## config.mk

```make
export PLATFORM = sky130hd
export DESIGN_NAME = divu_32by16_seq
export DESIGN_NICKNAME = d
export VERILOG_FILES = /design/src/rtl/divu_32by16_seq.sv
export SDC_FILE = /design/constraint.sdc
export NUM_CORES = 1
export LEC_CHECK = 0
export CAP_MARGIN = 5
export CORE_UTILIZATION = 47
export CTS_BUF_LIST = sky130_fd_sc_hd__clkbuf_4
export CTS_CLUSTER_SIZE = 12
export DETAILED_ROUTE_END_ITERATION = 16
export PLACE_DENSITY = 0.77
export SLEW_MARGIN = 20
export SYNTH_ARGS = -nofsm -noshare
export SYNTH_HDL_FRONTEND = slang
export SYNTH_SLANG_ARGS = --single-unit
```

## constraint.sdc

```tcl
create_clock -name clk -period 10.4 [get_ports clk]
set_clock_uncertainty 0.15 [all_clocks]
set_input_delay 2.08 -clock clk [delete_from_list [all_inputs] [get_ports clk]]
set_output_delay 2.08 -clock clk [all_outputs]
set_load 0.02 [all_outputs]
```

## src/rtl/divu_32by16_seq.sv

```systemverilog
// Sequential unsigned divider: 2*DW-bit dividend by DW-bit divisor.
// Uses restoring shift-subtract and retires one quotient bit per clock.
module divu_32by16_seq #(
    parameter int DW = 16
) (
    input  logic              clk,
    input  logic              reset,
    input  logic              start,
    input  logic [2*DW-1:0]   dividend,
    input  logic [DW-1:0]     divisor,
    output logic              busy,
    output logic              done,
    output logic [2*DW-1:0]   quotient,
    output logic [DW-1:0]     remainder,
    output logic              div_zero,
    output logic [1:0]        o_dbg_state
);

    // Handshake: start is sampled on a rising edge and accepted only in IDLE.
    // busy is high from the accepting edge until done rises. done is a
    // one-cycle pulse, and the results stay put until the next accept.
    typedef enum logic [1:0] {
        S_IDLE = 2'd0,
        S_CALC = 2'd1,
        S_FIN  = 2'd2
    } state_t;

    localparam int CW = $clog2(2*DW);

    state_t            r_state;
    state_t            w_next_state;

    logic [2*DW-1:0]   r_work;
    logic [DW:0]       r_prem;
    logic [DW-1:0]     r_divisor;
    logic [CW-1:0]     r_count;
    logic              r_dz_pend;
    logic              r_busy;
    logic              r_done;
    logic              r_div_zero;
    logic [2*DW-1:0]   r_quotient;
    logic [DW-1:0]     r_remainder;

    logic              w_accept;
    logic              w_last;
    logic [DW:0]       w_trial;
    logic [DW:0]       w_diff;
    logic              w_ge;

    assign w_accept = (r_state == S_IDLE) && start;
    assign w_last   = (r_count == CW'(2*DW-1));

    // The partial remainder always stays below the divisor, so its top bit
    // is zero between steps. The DW+1-bit trial therefore cannot overflow.
    assign w_trial  = {r_prem[DW-1:0], r_work[2*DW-1]};
    assign w_ge     = r_prem[DW] | (w_trial >= {1'b0, r_divisor});
    assign w_diff   = w_trial - {1'b0, r_divisor};

    always_ff @(posedge clk or posedge reset) begin
        if (reset) begin
            r_state <= S_IDLE;
        end else begin
            r_state <= w_next_state;
        end
    end

    always_comb begin
        w_next_state = r_state;
        case (r_state)
            S_IDLE: begin
                if (start) begin
                    w_next_state = (divisor == '0) ? S_FIN : S_CALC;
                end
            end
            S_CALC: begin
                if (w_last) begin
                    w_next_state = S_FIN;
                end
            end
            S_FIN:   w_next_state = S_IDLE;
            default: w_next_state = S_IDLE;
        endcase
    end

    // The dividend shift register doubles as the quotient: each step moves
    // out one dividend bit at the top and brings one quotient bit in at the bottom.
    always_ff @(posedge clk or posedge reset) begin
        if (reset) begin
            r_work      <= '0;
            r_prem      <= '0;
            r_divisor   <= '0;
            r_count     <= '0;
            r_dz_pend   <= 1'b0;
            r_busy      <= 1'b0;
            r_done      <= 1'b0;
            r_div_zero  <= 1'b0;
            r_quotient  <= '0;
            r_remainder <= '0;
        end else begin
            r_done <= (r_state == S_FIN);
            case (r_state)
                S_IDLE: begin
                    if (w_accept) begin
                        r_busy    <= 1'b1;
                        r_count   <= '0;
                        r_divisor <= divisor;
                        if (divisor == '0) begin
                            r_work    <= '1;
                            r_prem    <= {1'b0, dividend[DW-1:0]};
                            r_dz_pend <= 1'b1;
                        end else begin
                            r_work    <= dividend;
                            r_prem    <= '0;
                            r_dz_pend <= 1'b0;
                        end
                    end
                end
                S_CALC: begin
                    r_prem  <= w_ge ? w_diff : w_trial;
                    r_work  <= {r_work[2*DW-2:0], w_ge};
                    r_count <= r_count + CW'(1);
                end
                S_FIN: begin
                    r_busy      <= 1'b0;
                    r_quotient  <= r_work;
                    r_remainder <= r_prem[DW-1:0];
                    r_div_zero  <= r_dz_pend;
                end
                default: begin
                    r_busy <= 1'b0;
                end
            endcase
        end
    end

    assign busy        = r_busy;
    assign done        = r_done;
    assign quotient    = r_quotient;
    assign remainder   = r_remainder;
    assign div_zero    = r_div_zero;
    assign o_dbg_state = r_state;

endmodule

```

# Word level (Yosys, flattened, before mapping)
# Index checks and enable logic that the tools add are counted.
dict set report op_classes {
  n_addsub 2
  order_cmp 1
  eq_ne 6
  muxes 16
  bitwise_logic 2
  reduce_logical 8
}
# op count
set ops {}
lappend ops {{$mux W32} 2}
lappend ops {{$pmux W32 S2} 1}
lappend ops {{$mux W17} 2}
lappend ops {{$pmux W17 S2} 1}
lappend ops {{$ge A17 B16 Y1} 1}
lappend ops {{$sub A17 B16 Y17} 1}
lappend ops {{$logic_not A16 Y1} 1}
lappend ops {{$mux W16} 1}
lappend ops {{$pmux W5 S2} 1}
lappend ops {{$reduce_and A2 Y1} 4}
lappend ops {{$mux W2} 3}
lappend ops {{$ne A2 B2 Y1 const B} 3}
lappend ops {{$add A5 B1 Y5 const B} 1}
lappend ops {{$eq A5 B5 Y1 const B} 1}
lappend ops {{$mux W5} 1}
lappend ops {{$pmux W2 S2} 1}
lappend ops {{$eq A2 B1 Y1 const B} 1}
lappend ops {{$eq A2 B2 Y1 const B} 1}
lappend ops {{$logic_not A2 Y1} 1}
lappend ops {{$mux W1} 2}
lappend ops {{$pmux W1 S2} 1}
lappend ops {{$reduce_bool A2 Y1} 1}
lappend ops {{$logic_and A1 B1 Y1} 1}
lappend ops {{$not A1 Y1} 1}
lappend ops {{$or A1 B1 Y1} 1}
dict set report totals {
  reg_bits 124
  in_bits 51
  output_inout_bits 53
  elab_cells 46
}

# Depth between registers and ports, before layout
# Gate-level depths: netlist (run 1).
dict set report logic_depth {
  depth_word 4
  mapped_depth 11
  ltp_nobuf 11
}

# Least setup slack after synthesis (run 1)
# No wires, ideal clock.
dict set report synth_path {
  path_kind {input to register}
  startpoint {input port divisor[3]}
  endpoint {register r_work[10]}
  arrival_time_ns 3.242
  t_required_ns 10.155
  setup_slack_ns 6.912
  cell_stages 6
  cell_sequence {nor4_1 and4_1 buf_2 buf_1 nor3_1 o31ai_1}
}
dict set report synth_between {
  elab_chain_len 4
}
# element line
set synth_rtl {}
lappend synth_rtl {{start: declaration} 10} ;# input logic [DW-1:0] divisor,
lappend synth_rtl {{$logic_not A16 Y1} 107} ;# if (divisor == '0) begin
lappend synth_rtl {{$mux W32} 107}
lappend synth_rtl {{$mux W32} 103} ;# if (w_accept) begin
lappend synth_rtl {{$pmux W32 S2} 101} ;# case (r_state)
lappend synth_rtl {{end signal: assignment} 112} ;# r_work <= dividend;
lappend synth_rtl {{end signal: assignment} 120} ;# r_work <= {r_work[2*DW-2:0], w_ge};
lappend synth_rtl {{end: declaration} 33} ;# logic [2*DW-1:0] r_work;
# Every way passes these cells. The select of a mux whose other input is x is not followed.
# A chain may end at the register's enable or synchronous reset.

# Worst setup path after layout (run 1)
dict set report layout_path {
  startpoint {input port divisor[13]}
  endpoint {register r_prem[11]}
}
dict set report layout_between {
  elab_chain_len 4
}
# element line
set layout_rtl {}
lappend layout_rtl {{$logic_not A16 Y1} 107}
lappend layout_rtl {{$mux W16} 107}
lappend layout_rtl {{$mux W17} 103}
lappend layout_rtl {{$pmux W17 S2} 101}
lappend layout_rtl {{end signal: assignment} 109} ;# r_prem <= {1'b0, dividend[DW-1:0]};
lappend layout_rtl {{end signal: assignment} 119} ;# r_prem <= w_ge ? w_diff : w_trial;
lappend layout_rtl {{end: declaration} 34} ;# logic [DW:0] r_prem;
# Every way passes these cells. The select of a mux whose other input is x is not followed.

==> impl_metrics.py, run 1 <==
metrics = {
    "clock_network": {
        "post_cts.repair.setup_buffers": 0,
        "clk_transition_reported_paths_ps": 100,
        "clock_tree_from_tritoncts": "done",
        "cts.sink_count": 124,
        "cts-root-buf": "sky130_fd_sc_hd__clkbuf_4",
        "clock_tree.htree_level_count": 4,
        "clk_path_buf_depth": 2,
        "worst_skew_pair.late_latency_ps": 540,
        "cts_resized": 0,
        "cts_hold_buf": 0,
        "number_of_buffers_added_by_the_clock_tree_synthesis_step": 17,
    },
    "logic_synthesis": {
        "yosys_register_bits": 124,
        "synth_flop_cell": "sky130_fd_sc_hd__dfrtp_1",
        "yosysMostFrequentCell": "sky130_fd_sc_hd__dfrtp_1",
        "synth_area_leader_cell": "sky130_fd_sc_hd__dfrtp_1",
        "synth-edff-count": 0,
        "top_cells_by_instance_count_after_synthesis": "sky130_fd_sc_hd__dfrtp_1 (124), sky130_fd_sc_hd__nand2_1 (71), sky130_fd_sc_hd__mux2_2 (49), sky130_fd_sc_hd__nor2_1 (49), sky130_fd_sc_hd__o21ai_0 (33)",
        "synth_async_sr_flop_share_pct": 100,
        "main_area_contributors_after_synthesis": "sky130_fd_sc_hd__dfrtp_1 (51%), sky130_fd_sc_hd__mux2_2 (9.0%), sky130_fd_sc_hd__nand2_1 (4.3%)",
        "synth_cell_types": 56,
        "total_standard_cell_area_after_synthesis_sq_mm": 0.00614,
        "ys.warnings.count": 0,
        "synthesis.area_per_instance_sq_um": 10.4,
        "synthesis.instances": 589,
        "postSynthNetCount": 659,
        "synth_top_area_share_pct": 50.5,
        "seq_area_frac_synth_pct": 50.5,
    },
    "cells_and_area": {
        "layout.nets": 753,
        "drive_gt1_share_pct": 15.5,
        "flow.area_growth_from_synthesis_pct": 23.7,
        "diodes": 0,
        "fin_util_pct": 59.9,
        "finish.instance_area_sq_mm": 0.00759,
    },
    "placed_design": {
        "place_congestion": 0.850,
        "detailedPlacementHpwl_mm": 10.7,
        "numPortBuffers": 103,
        "dpl_worst_slack_ps": 5100,
        "post_place_cell_area_sq_mm": 0.00730,
    },
    "timing": {
        "totalNegativeSetupSlack_ps": 0,
        "post-route-worst-setup-slack_ps": 6030,
        "worst-slew-pin-transition_ps": 944,
        "finalHoldViolations": 0,
        "slew_violations": 0,
        "max_freq_ghz": 0.229,
        "final_period_minus_worst_setup_slack_ps": 4370,
        "rsz0062_at_grt": "false",
        "setup_viol": 0,
        "timing.max_slew.rel_slack_pct": 37.1,
        "finalCritPeriodShare_pct": 42.0,
    },
    "pwr": {
        "power_per_cell_area_mw_per_mm2": 312,
        "peakVddDrop_mv": 0.167,
        "standby_leakage_power_nw": 3.35,
    },
    "hold_path": {
        "min_path_type": "flop to flop",
        "worst_hold_path.num_cells": 2,
    },
    "worst_setup_path": {
        "worstSetupPathType": "primary input to flop",
        "timing.critical_path.max_delay_family": "simple AND/OR/NAND/NOR gates",
        "required_ps": 10730,
        "critical_path_depth": 7,
        "crit_path_top_delay_cell": "sky130_fd_sc_hd__and4_2",
        "critPathMaxFanout": 30,
        "cp.arrival_ps": 4700,
        "critPathCaptureType": "flop",
        "critPathBufInv": 1,
        "critical-path-max-stage-delay_ps": 700,
        "cp_cell_sequence": "clkdlybuf4s50_1 -> nor4_1 -> and4_2 -> and2_0 -> a21oi_1 -> o22a_1 -> o21ai_1",
        "reg2reg_depth": 10,
        "timing.critical_path.from_type": "primary input",
    },
    "job": {
        "drv_cap": 0,
    },
    "floorplanning": {
        "core_region_area_sq_mm": 0.0127,
        "starting_density_of_the_core_pct": 48.5,
        "design.portCount": 104,
        "core.rowCount": 41,
        "area_of_the_die_sq_mm": 0.0135,
        "die-width_um": 116,
        "die_h_um": 116,
    },
    "detailed_routing": {
        "ant_nets": 0,
        "drt_pass1_iterations": 5,
        "drc_errors": 0,
        "drt_first_iter_violations": 417,
        "routed_wirelength_mm": 15.2,
        "detail_route.vias_per_cell": 5.70,
        "via_count": 4949,
        "detail_route.wl_per_cell_um": 17.5,
    },
    "global_routing": {
        "grt_first_pass_wirelength_mm": 24.9,
        "number_of_antenna_violations_at_the_first_check_in_global_routing": 0,
        "first_global_vias": 4873,
        "grt_use_total_pct": 24.5,
        "grt.overflow.total": 0,
        "grt_max_degree": 84,
    },
    "run_status": {
        "status": "finished clean",
    },
}
## worst reg2reg max path, stage by stage (launching register included)
cell and delay [ps]:
sky130_fd_sc_hd__dfrtp_1 390, sky130_fd_sc_hd__inv_1 110, sky130_fd_sc_hd__ha_1 200, sky130_fd_sc_hd__inv_1 60, sky130_fd_sc_hd__fa_1 410, sky130_fd_sc_hd__a21o_1 240
sky130_fd_sc_hd__a221oi_2 410, sky130_fd_sc_hd__o31ai_2 150, sky130_fd_sc_hd__a211oi_1 300, sky130_fd_sc_hd__mux2i_1 210, sky130_fd_sc_hd__o21ai_0 80
## final cells by class
type                            count  area, sq um
Fill cell                        1076         5080
Sequential cell                   124         3100
Multi-Input combinational cell    409         2820
Timing Repair Buffer              109         1080
Tap cell                          172          215
Clock inverter                     13          150
Clock buffer                       19          143
Inverter                           22         85.1
## cell usage in the layout (no fill, tap or decap), types with 3 or more instances in the layout
cell / netlist / routed
sky130_fd_sc_hd__dfrtp_1: 124 / 124
sky130_fd_sc_hd__clkdlybuf4s50_1: 0 / 103
sky130_fd_sc_hd__nand2_1: 71 / 71
sky130_fd_sc_hd__mux2_2: 49 / 49
sky130_fd_sc_hd__nor2_1: 49 / 47
sky130_fd_sc_hd__o21ai_0: 33 / 33
sky130_fd_sc_hd__a21oi_1: 27 / 27
sky130_fd_sc_hd__nor3_1: 25 / 25
sky130_fd_sc_hd__o31ai_1: 23 / 23
sky130_fd_sc_hd__inv_1: 22 / 21
sky130_fd_sc_hd__o22ai_1: 20 / 20
sky130_fd_sc_hd__clkbuf_4: 0 / 19
sky130_fd_sc_hd__ha_1: 18 / 18
sky130_fd_sc_hd__mux2i_1: 14 / 14
sky130_fd_sc_hd__xnor2_1: 9 / 9
sky130_fd_sc_hd__buf_4: 0 / 6
sky130_fd_sc_hd__xor2_1: 5 / 5
sky130_fd_sc_hd__o21ai_1: 5 / 5
sky130_fd_sc_hd__clkinv_2: 0 / 5
sky130_fd_sc_hd__nor4_1: 4 / 4
sky130_fd_sc_hd__nand4_1: 4 / 4
sky130_fd_sc_hd__a21o_1: 4 / 4
sky130_fd_sc_hd__nand3_1: 4 / 4
sky130_fd_sc_hd__and3_1: 3 / 3
sky130_fd_sc_hd__a31oi_1: 3 / 3
sky130_fd_sc_hd__a211oi_1: 3 / 3
sky130_fd_sc_hd__bufinv_16: 0 / 3
sky130_fd_sc_hd__clkinvlp_4: 0 / 3
## per-layer routing
layer	track usage (%)	wire, um
met4	9.23	304
met3	5.71	980
met1	30.9	6590
met2	41.1	7310
met5	0	0
## state kept, by name, indices dropped and copies added, names as in the netlist
name	count
remainder	16
r_work	32
quotient	32
done	1
r_prem	17
div_zero	1
r_count	5
o_dbg_state	2
r_divisor	16
r_dz_pend	1
busy	1
## worst paths after layout
kind	start	end	slack, ps
worst min-delay path	r_dz_pend	r_dz_pend	350
min in group asynchronous	reset	quotient[19]	1810
max in group asynchronous	reset	r_divisor[7]	6920
worst max register to register	r_work[31]	r_prem[16]	7580
worst min register to register	r_dz_pend	r_dz_pend	350
worst max-delay path	divisor[13]	r_prem[11]	6030
## kinds of logic (layout without fill, tap and decap cells)
logic type | Yosys count | count (layout) | synth area share (%)
and+or+nand+nor | 173 | 173 | 12.7
AOI/OAI and AO/OA | 139 | 139 | 15.5
xor gates and xnor gates | 14 | 14 | 2.00
DFF | 124 | 124 | 50.5
adders and majority gates | 19 | 19 | 3.99
buffers and inverters | 56 | 163 | 3.75
muxes | 64 | 64 | 11.5
## where the power goes
part	switching (W)	internal, W	leakage [nW]
registers	0.000136	0.000652	1.56
logic	0.000687	0.000543	1.63
clock network	0.000180	0.000169	0.155
## metrics by stage
step	hold slack, ps	power (W)	std cells
after CTS	350	0.00237	868
after detailed placement	324	0.00201	836
after global placement	310	0.00196	836
after floorplan	291	0.00172	589
after global routing	370	0.00255	868
final	354	0.00237	868
Power figures use the tool's default switching activity.
==> inputs of run 2 (changes only) <==
--- a/config.mk
+++ b/config.mk
@@ -10,7 +10,7 @@
 export CTS_BUF_LIST = sky130_fd_sc_hd__clkbuf_4
 export CTS_CLUSTER_SIZE = 12
 export DETAILED_ROUTE_END_ITERATION = 16
-export PLACE_DENSITY = 0.77
+export PLACE_DENSITY = 0.8
 export SLEW_MARGIN = 20
 export SYNTH_ARGS = -nofsm -noshare
 export SYNTH_HDL_FRONTEND = slang
==> constraint.sdc (replaced) <==
create_clock -name clk -period 4 [get_ports clk]
set_clock_uncertainty 0.15 [all_clocks]
set_input_delay 0.8 -clock clk [delete_from_list [all_inputs] [get_ports clk]]
set_output_delay 0.8 -clock clk [all_outputs]
set_load 0.02 [all_outputs]
==> run 2 against run 1 <==
  * Wire length fell by 0.67%
  * Sequential share of layout area barely moved
  * Clock-buffer cell count increased by 2
==> impl_metrics.py, run 2 (same netlist as run 1, synthesis figures left out) <==
metrics = {
    "global_routing": {
        "grt_use_total_pct": 24.2,
        "number_of_antenna_violations_at_the_first_check_in_global_routing": 0,
        "grt_max_degree": 53,
        "grt.overflow.total": 0,
        "grt_first_pass_wirelength_mm": 24.6,
        "first_global_vias": 4887,
    },
    "timing": {
        "final_period_minus_worst_setup_slack_ps": 2840,
        "finalHoldViolations": 0,
        "timing.max_slew.rel_slack_pct": 34.5,
        "setup_viol": 0,
        "rsz0062_at_grt": "false",
        "finalCritPeriodShare_pct": 71.0,
        "max_freq_ghz": 0.352,
        "slew_violations": 0,
        "totalNegativeSetupSlack_ps": 0,
        "worst-slew-pin-transition_ps": 980,
    },
    "placed_design": {
        "post_place_cell_area_sq_mm": 0.00736,
        "place_congestion": 0.844,
        "numPortBuffers": 103,
        "detailedPlacementHpwl_mm": 11.1,
    },
    "detailed_routing": {
        "drt_pass1_iterations": 5,
        "detail_route.wl_per_cell_um": 17.3,
        "via_count": 4905,
        "drt_first_iter_violations": 386,
        "ant_nets": 0,
        "routed_wirelength_mm": 15.1,
        "drc_errors": 0,
        "detail_route.vias_per_cell": 5.62,
    },
    "cells_and_area": {
        "layout_common_cells": "sky130_fd_sc_hd__dfrtp_1 (124), sky130_fd_sc_hd__clkdlybuf4s50_1 (103), sky130_fd_sc_hd__nand2_1 (71), sky130_fd_sc_hd__mux2_2 (49), sky130_fd_sc_hd__nor2_1 (47)",
        "drive_gt1_share_pct": 15.7,
        "final_common_cell": "sky130_fd_sc_hd__dfrtp_1",
        "diodes": 0,
        "fillers": 1092,
        "fin_util_pct": 59.9,
        "layout.nets": 759,
        "finish.instance_area_sq_mm": 0.00759,
        "flow.area_growth_from_synthesis_pct": 23.6,
    },
    "pwr": {
        "standby_leakage_power_nw": 3.35,
        "peakVddDrop_mv": 0.346,
        "total_power_w": 0.00603,
        "power_per_cell_area_mw_per_mm2": 793,
    },
    "worst_setup_path": {
        "cp.arrival_ps": 3110,
        "worst_r2r_startpoint": "r_work[31]",
        "critPathCaptureType": "flop",
        "timing.critical_path.from_type": "flop",
        "critPathMaxFanout": 3,
        "worstSetupPathType": "flop to flop",
        "required_ps": 4270,
        "timing.critical_path.from": "r_work[31]",
    },
    "clock_network": {
        "clk_path_buf_depth": 2,
        "cts_hold_buf": 0,
        "clock_tree_from_tritoncts": "done",
        "post_cts.repair.setup_buffers": 0,
        "clock_tree.htree_level_count": 4,
        "cts.sink_count": 124,
        "cts-root-buf": "sky130_fd_sc_hd__clkbuf_4",
        "number_of_buffers_added_by_the_clock_tree_synthesis_step": 17,
        "worst_skew_pair.late_latency_ps": 550,
        "clk_transition_reported_paths_ps": 110,
        "cts_resized": 0,
    },
    "hold_path": {
        "hold_path_startpoint": "r_dz_pend",
        "min_path_type": "flop to flop",
    },
    "floorplanning": {
        "core.rowCount": 41,
        "core_region_area_sq_mm": 0.0127,
        "die-width_um": 116,
        "design.portCount": 104,
        "starting_density_of_the_core_pct": 48.5,
        "area_of_the_die_sq_mm": 0.0135,
        "die_h_um": 116,
    },
    "run_status": {
        "status": "finished clean",
    },
    "job": {
        "drv_cap": 0,
    },
}
[run 2: report_power, final]
group | total (W) | switching [W] | internal (W)
clock network | 0.000762 | 0.000441 | 0.000321
registers | 0.00205 | 0.000352 | 0.00170
logic | 0.00321 | 0.00180 | 0.00142
total | 0.00603 | 0.00259 | 0.00344
[run 2: routing by layer]
layer / wire (um) / up-vias / GRT usage (%)
met4: 330 / 0 / 10.8
met5: 0 / - / 0
met2: 7060 / 186 / 38.6
met1: 6720 / 2387 / 31.7
met3: 974 / 30 / 5.24
li1: - / 2302 / -
[run 2: cell type report]
type,count,area (sq um),area share (%)
flip-flops and latches,124,3100,40.9
multi-input cells,409,2820,37.2
repair buffers,115,1130,14.9
well taps,172,215,2.83
clock buffers,21,158,2.08
inverters,22,86.3,1.14
clock inverters,10,76.3,1.01
[run 2: worst max-delay path: stages, from the launching register on]
cell and delay, ps:
sky130_fd_sc_hd__dfrtp_1 390, sky130_fd_sc_hd__inv_1 90, sky130_fd_sc_hd__ha_1 200, sky130_fd_sc_hd__inv_1 60, sky130_fd_sc_hd__fa_1 400, sky130_fd_sc_hd__a21o_1 240
sky130_fd_sc_hd__a221oi_2 410, sky130_fd_sc_hd__o31ai_2 160, sky130_fd_sc_hd__a211oi_1 320, sky130_fd_sc_hd__mux2i_1 220, sky130_fd_sc_hd__o21ai_0 90
[run 2: metrics by stage]
stage	instances	setup slack, ps	hold WS [ps]
floorplan	589	1520	291
global placement	842	939	313
detailed placement	842	785	334
CTS	873	1130	357
global route	873	980	381
finish	873	1160	349
[run 2: final timing paths]
| path | slack, ps | cells after the start | to |
|---|---|---|---|
| min in group asynchronous | 580 | 2 | quotient[18] |
| min reg2reg | 350 | 2 | r_dz_pend |
| max reg2reg | 1160 | 10 | r_prem[16] |
| max in group asynchronous | 2370 | 3 | quotient[31] |
| max | 1160 | 10 | r_prem[16] |
| min | 350 | 2 | r_dz_pend |
==> inputs of run 3 (changes only) <==
==> constraint.sdc (replaced) <==
create_clock -name clk -period 2.5 [get_ports clk]
set_clock_uncertainty 0.15 [all_clocks]
set_input_delay 0.5 -clock clk [delete_from_list [all_inputs] [get_ports clk]]
set_output_delay 0.5 -clock clk [all_outputs]
set_load 0.02 [all_outputs]
==> run 3 against run 2 <==
  * The run now ends with setup timing left
  * Sequential power grew 56%
  * Global-route usage is 2.0 points higher
  * Critical path depth rose by 1
  * Clock-buffer cell count is 4 lower
  * Setup slack worse by 1300 ps
  * Utilization is 5.7 points higher
  * Final cell count increased by 7.8%
  * Final area grew 9.6%
  * Worst hold slack lost 74 ps
  * Power up 90%
  * Largest cell class unchanged
  * Highest routed layer unchanged
==> impl_metrics.py, run 3 (same netlist as run 1, synthesis figures left out) <==
metrics = {
    "detailed_routing": {
        "detail_route.vias_per_cell": 5.63,
        "drc_errors": 0,
        "drt_pass1_iterations": 5,
        "drt_first_iter_violations": 571,
        "detail_route.wl_per_cell_um": 17.6,
        "routed_wirelength_mm": 16.5,
        "ant_nets": 0,
        "via_count": 5300,
    },
    "global_routing": {
        "grt_use_total_pct": 26.1,
        "gr-max-usage-layer": "met2",
        "number_of_antenna_violations_at_the_first_check_in_global_routing": 0,
        "grt_max_degree": 63,
        "first_global_vias": 5336,
        "grt_use_met2_pct": 42.6,
        "gr-usage-met3_pct": 5.81,
        "grt_first_pass_wirelength_mm": 26.7,
        "grt.overflow.total": 0,
        "global_route.usage.met1_pct": 32.9,
    },
    "cells_and_area": {
        "fin_util_pct": 65.7,
        "layout_common_cells": "sky130_fd_sc_hd__dfrtp_1 (124), sky130_fd_sc_hd__clkdlybuf4s50_1 (103), sky130_fd_sc_hd__buf_4 (72), sky130_fd_sc_hd__nand2_1 (71), sky130_fd_sc_hd__mux2_2 (49)",
        "layout.cells.non_filler": 941,
        "layout.nets": 826,
        "drive_gt1_share_pct": 25.1,
        "final_common_cell": "sky130_fd_sc_hd__dfrtp_1",
        "flow.area_growth_from_synthesis_pct": 35.4,
        "fillers": 1009,
        "diodes": 0,
    },
    "clock_network": {
        "worst_skew_pair.late_latency_ps": 530,
        "number_of_buffers_added_by_the_clock_tree_synthesis_step": 17,
        "clk_path_buf_depth": 2,
        "clock_tree_from_tritoncts": "done",
        "cts-root-buf": "sky130_fd_sc_hd__clkbuf_4",
        "clock_tree.htree_level_count": 4,
        "cts.sink_count": 124,
        "clk_transition_reported_paths_ps": 120,
        "cts_hold_buf": 0,
    },
    "pwr": {
        "standby_leakage_power_nw": 3.72,
        "power_per_cell_area_mw_per_mm2": 1370,
        "sw_frac_of_total_pct": 41.8,
        "clockPowerShare_pct": 12.1,
        "seqPwrFrac_pct": 28.0,
        "cell_internal_pwr_w": 0.00665,
        "peakVddDrop_mv": 0.623,
        "logic_pwr_share_pct": 60.0,
        "power.net_switching_w": 0.00478,
    },
    "run_status": {
        "violations": "setup timing",
        "status": "finished with violations",
    },
    "worst_setup_path": {
        "reg2reg_slack_ps": -90,
        "cp.arrival_ps": 2870,
        "required_ps": 2780,
        "timing.critical_path.from_type": "flop",
        "critical_path.reg2reg.endpoint": "r_prem[16]",
        "critPathCaptureType": "flop",
        "worst_r2r_startpoint": "r_work[31]",
        "reg2reg_depth": 11,
        "worstSetupPathType": "flop to flop",
        "critPathMaxFanout": 3,
    },
    "job": {
        "drv_cap": 0,
    },
    "timing": {
        "setup_viol": 4,
        "post-route-worst-setup-slack_ps": -93.0,
        "max_freq_ghz": 0.386,
        "timing.max_slew.rel_slack_pct": 63.1,
        "holdWs_ps": 275,
        "slew_violations": 0,
        "finalCritPeriodShare_pct": 104,
        "finalHoldViolations": 0,
        "rsz0062_at_grt": "true",
        "worst-slew-pin-transition_ps": 539,
        "final_period_minus_worst_setup_slack_ps": 2590,
    },
    "floorplanning": {
        "die-width_um": 116,
        "core_region_area_sq_mm": 0.0127,
        "starting_density_of_the_core_pct": 48.5,
        "die_h_um": 116,
        "area_of_the_die_sq_mm": 0.0135,
        "core.rowCount": 41,
        "design.portCount": 104,
    },
    "placed_design": {
        "detailedPlacementHpwl_mm": 12.0,
        "place_congestion": 0.905,
        "dpl_worst_slack_ps": -310,
        "dp.cells": 895,
        "numPortBuffers": 103,
    },
    "hold_path": {
        "min_path_type": "primary input to async pin",
    },
}
-- run 3: per-layer routing --
| layer | vias up | wire length (um) | share of wire, % |
|---|---|---|---|
| met3 | 51 | 1060 | 6.4 |
| li1 | 2435 | - | - |
| met1 | 2591 | 7130 | 43 |
| met4 | 0 | 580 | 3.5 |
| met5 | - | 0 | 0 |
| met2 | 223 | 7770 | 47 |
-- run 3: what timing repair did --
action / in CTS / in global routing
cloned: 1 / 0
pin swaps: 13 / 9
gates resized for setup: 15 / 8
setup buffers: 7 / 6
endpoints found under the setup margin: 7 / 12
-- run 3: power by group through the flow --
stage	Combinational (W)	Clock, W	Sequential [W]
final	0.00685	0.00138	0.00320
after floorplan	0.00396	0	0.00319
after global placement	0.00589	0	0.00317
after detailed placement	0.00611	0	0.00320
after CTS	0.00646	0.00141	0.00318
after global routing	0.00739	0.00150	0.00328
-- run 3: worst max-delay path, cell delays in order, from the launching register on --
cell and delay (ps):
sky130_fd_sc_hd__dfrtp_1 410, sky130_fd_sc_hd__inv_2 100, sky130_fd_sc_hd__ha_4 130, sky130_fd_sc_hd__inv_2 40, sky130_fd_sc_hd__fa_2 330, sky130_fd_sc_hd__a21o_1 190
sky130_fd_sc_hd__a221oi_2 290, sky130_fd_sc_hd__buf_4 190, sky130_fd_sc_hd__o31ai_4 70, sky130_fd_sc_hd__a211oi_2 250, sky130_fd_sc_hd__mux2i_1 240, sky130_fd_sc_hd__o21ai_1 90
-- run 3: final cells by class --
cell class | count | area (sq um) | share of cell area, %
sequential | 124 | 3100 | 37.3
clock inverter | 15 | 146 | 1.76
clock buffer | 17 | 128 | 1.53
timing repair buffer | 181 | 1690 | 20.3
multi-input combinational | 410 | 2950 | 35.4
tap | 172 | 215 | 2.59
inverter | 22 | 86.3 | 1.04
-- run 3: stage by stage --
step / power, W / TNS [ps] / area, sq um
after floorplan: 0.00715 / 0 / 6150
after global placement: 0.00905 / -1450 / 7820
after detailed placement: 0.00931 / -2130 / 7820
after CTS: 0.0110 / -189 / 8220
after global routing: 0.0122 / -740 / 8320
final: 0.0114 / -165 / 8320
-- run 3: how the worst max path moves through the flow --
stage | startpoint | endpoint | slack, ps
6_report | r_work[31] | r_prem[16] | -90
5_1_grt | r_work[31] | r_prem[16] | -220
4_1_cts | r_work[31] | r_prem[16] | -110
3_5_place_dp | r_work[31] | r_prem[16] | -310
3_3_place_gp | r_work[31] | r_prem[16] | -200
2_1_floorplan | r_work[31] | r_prem[16] | 50
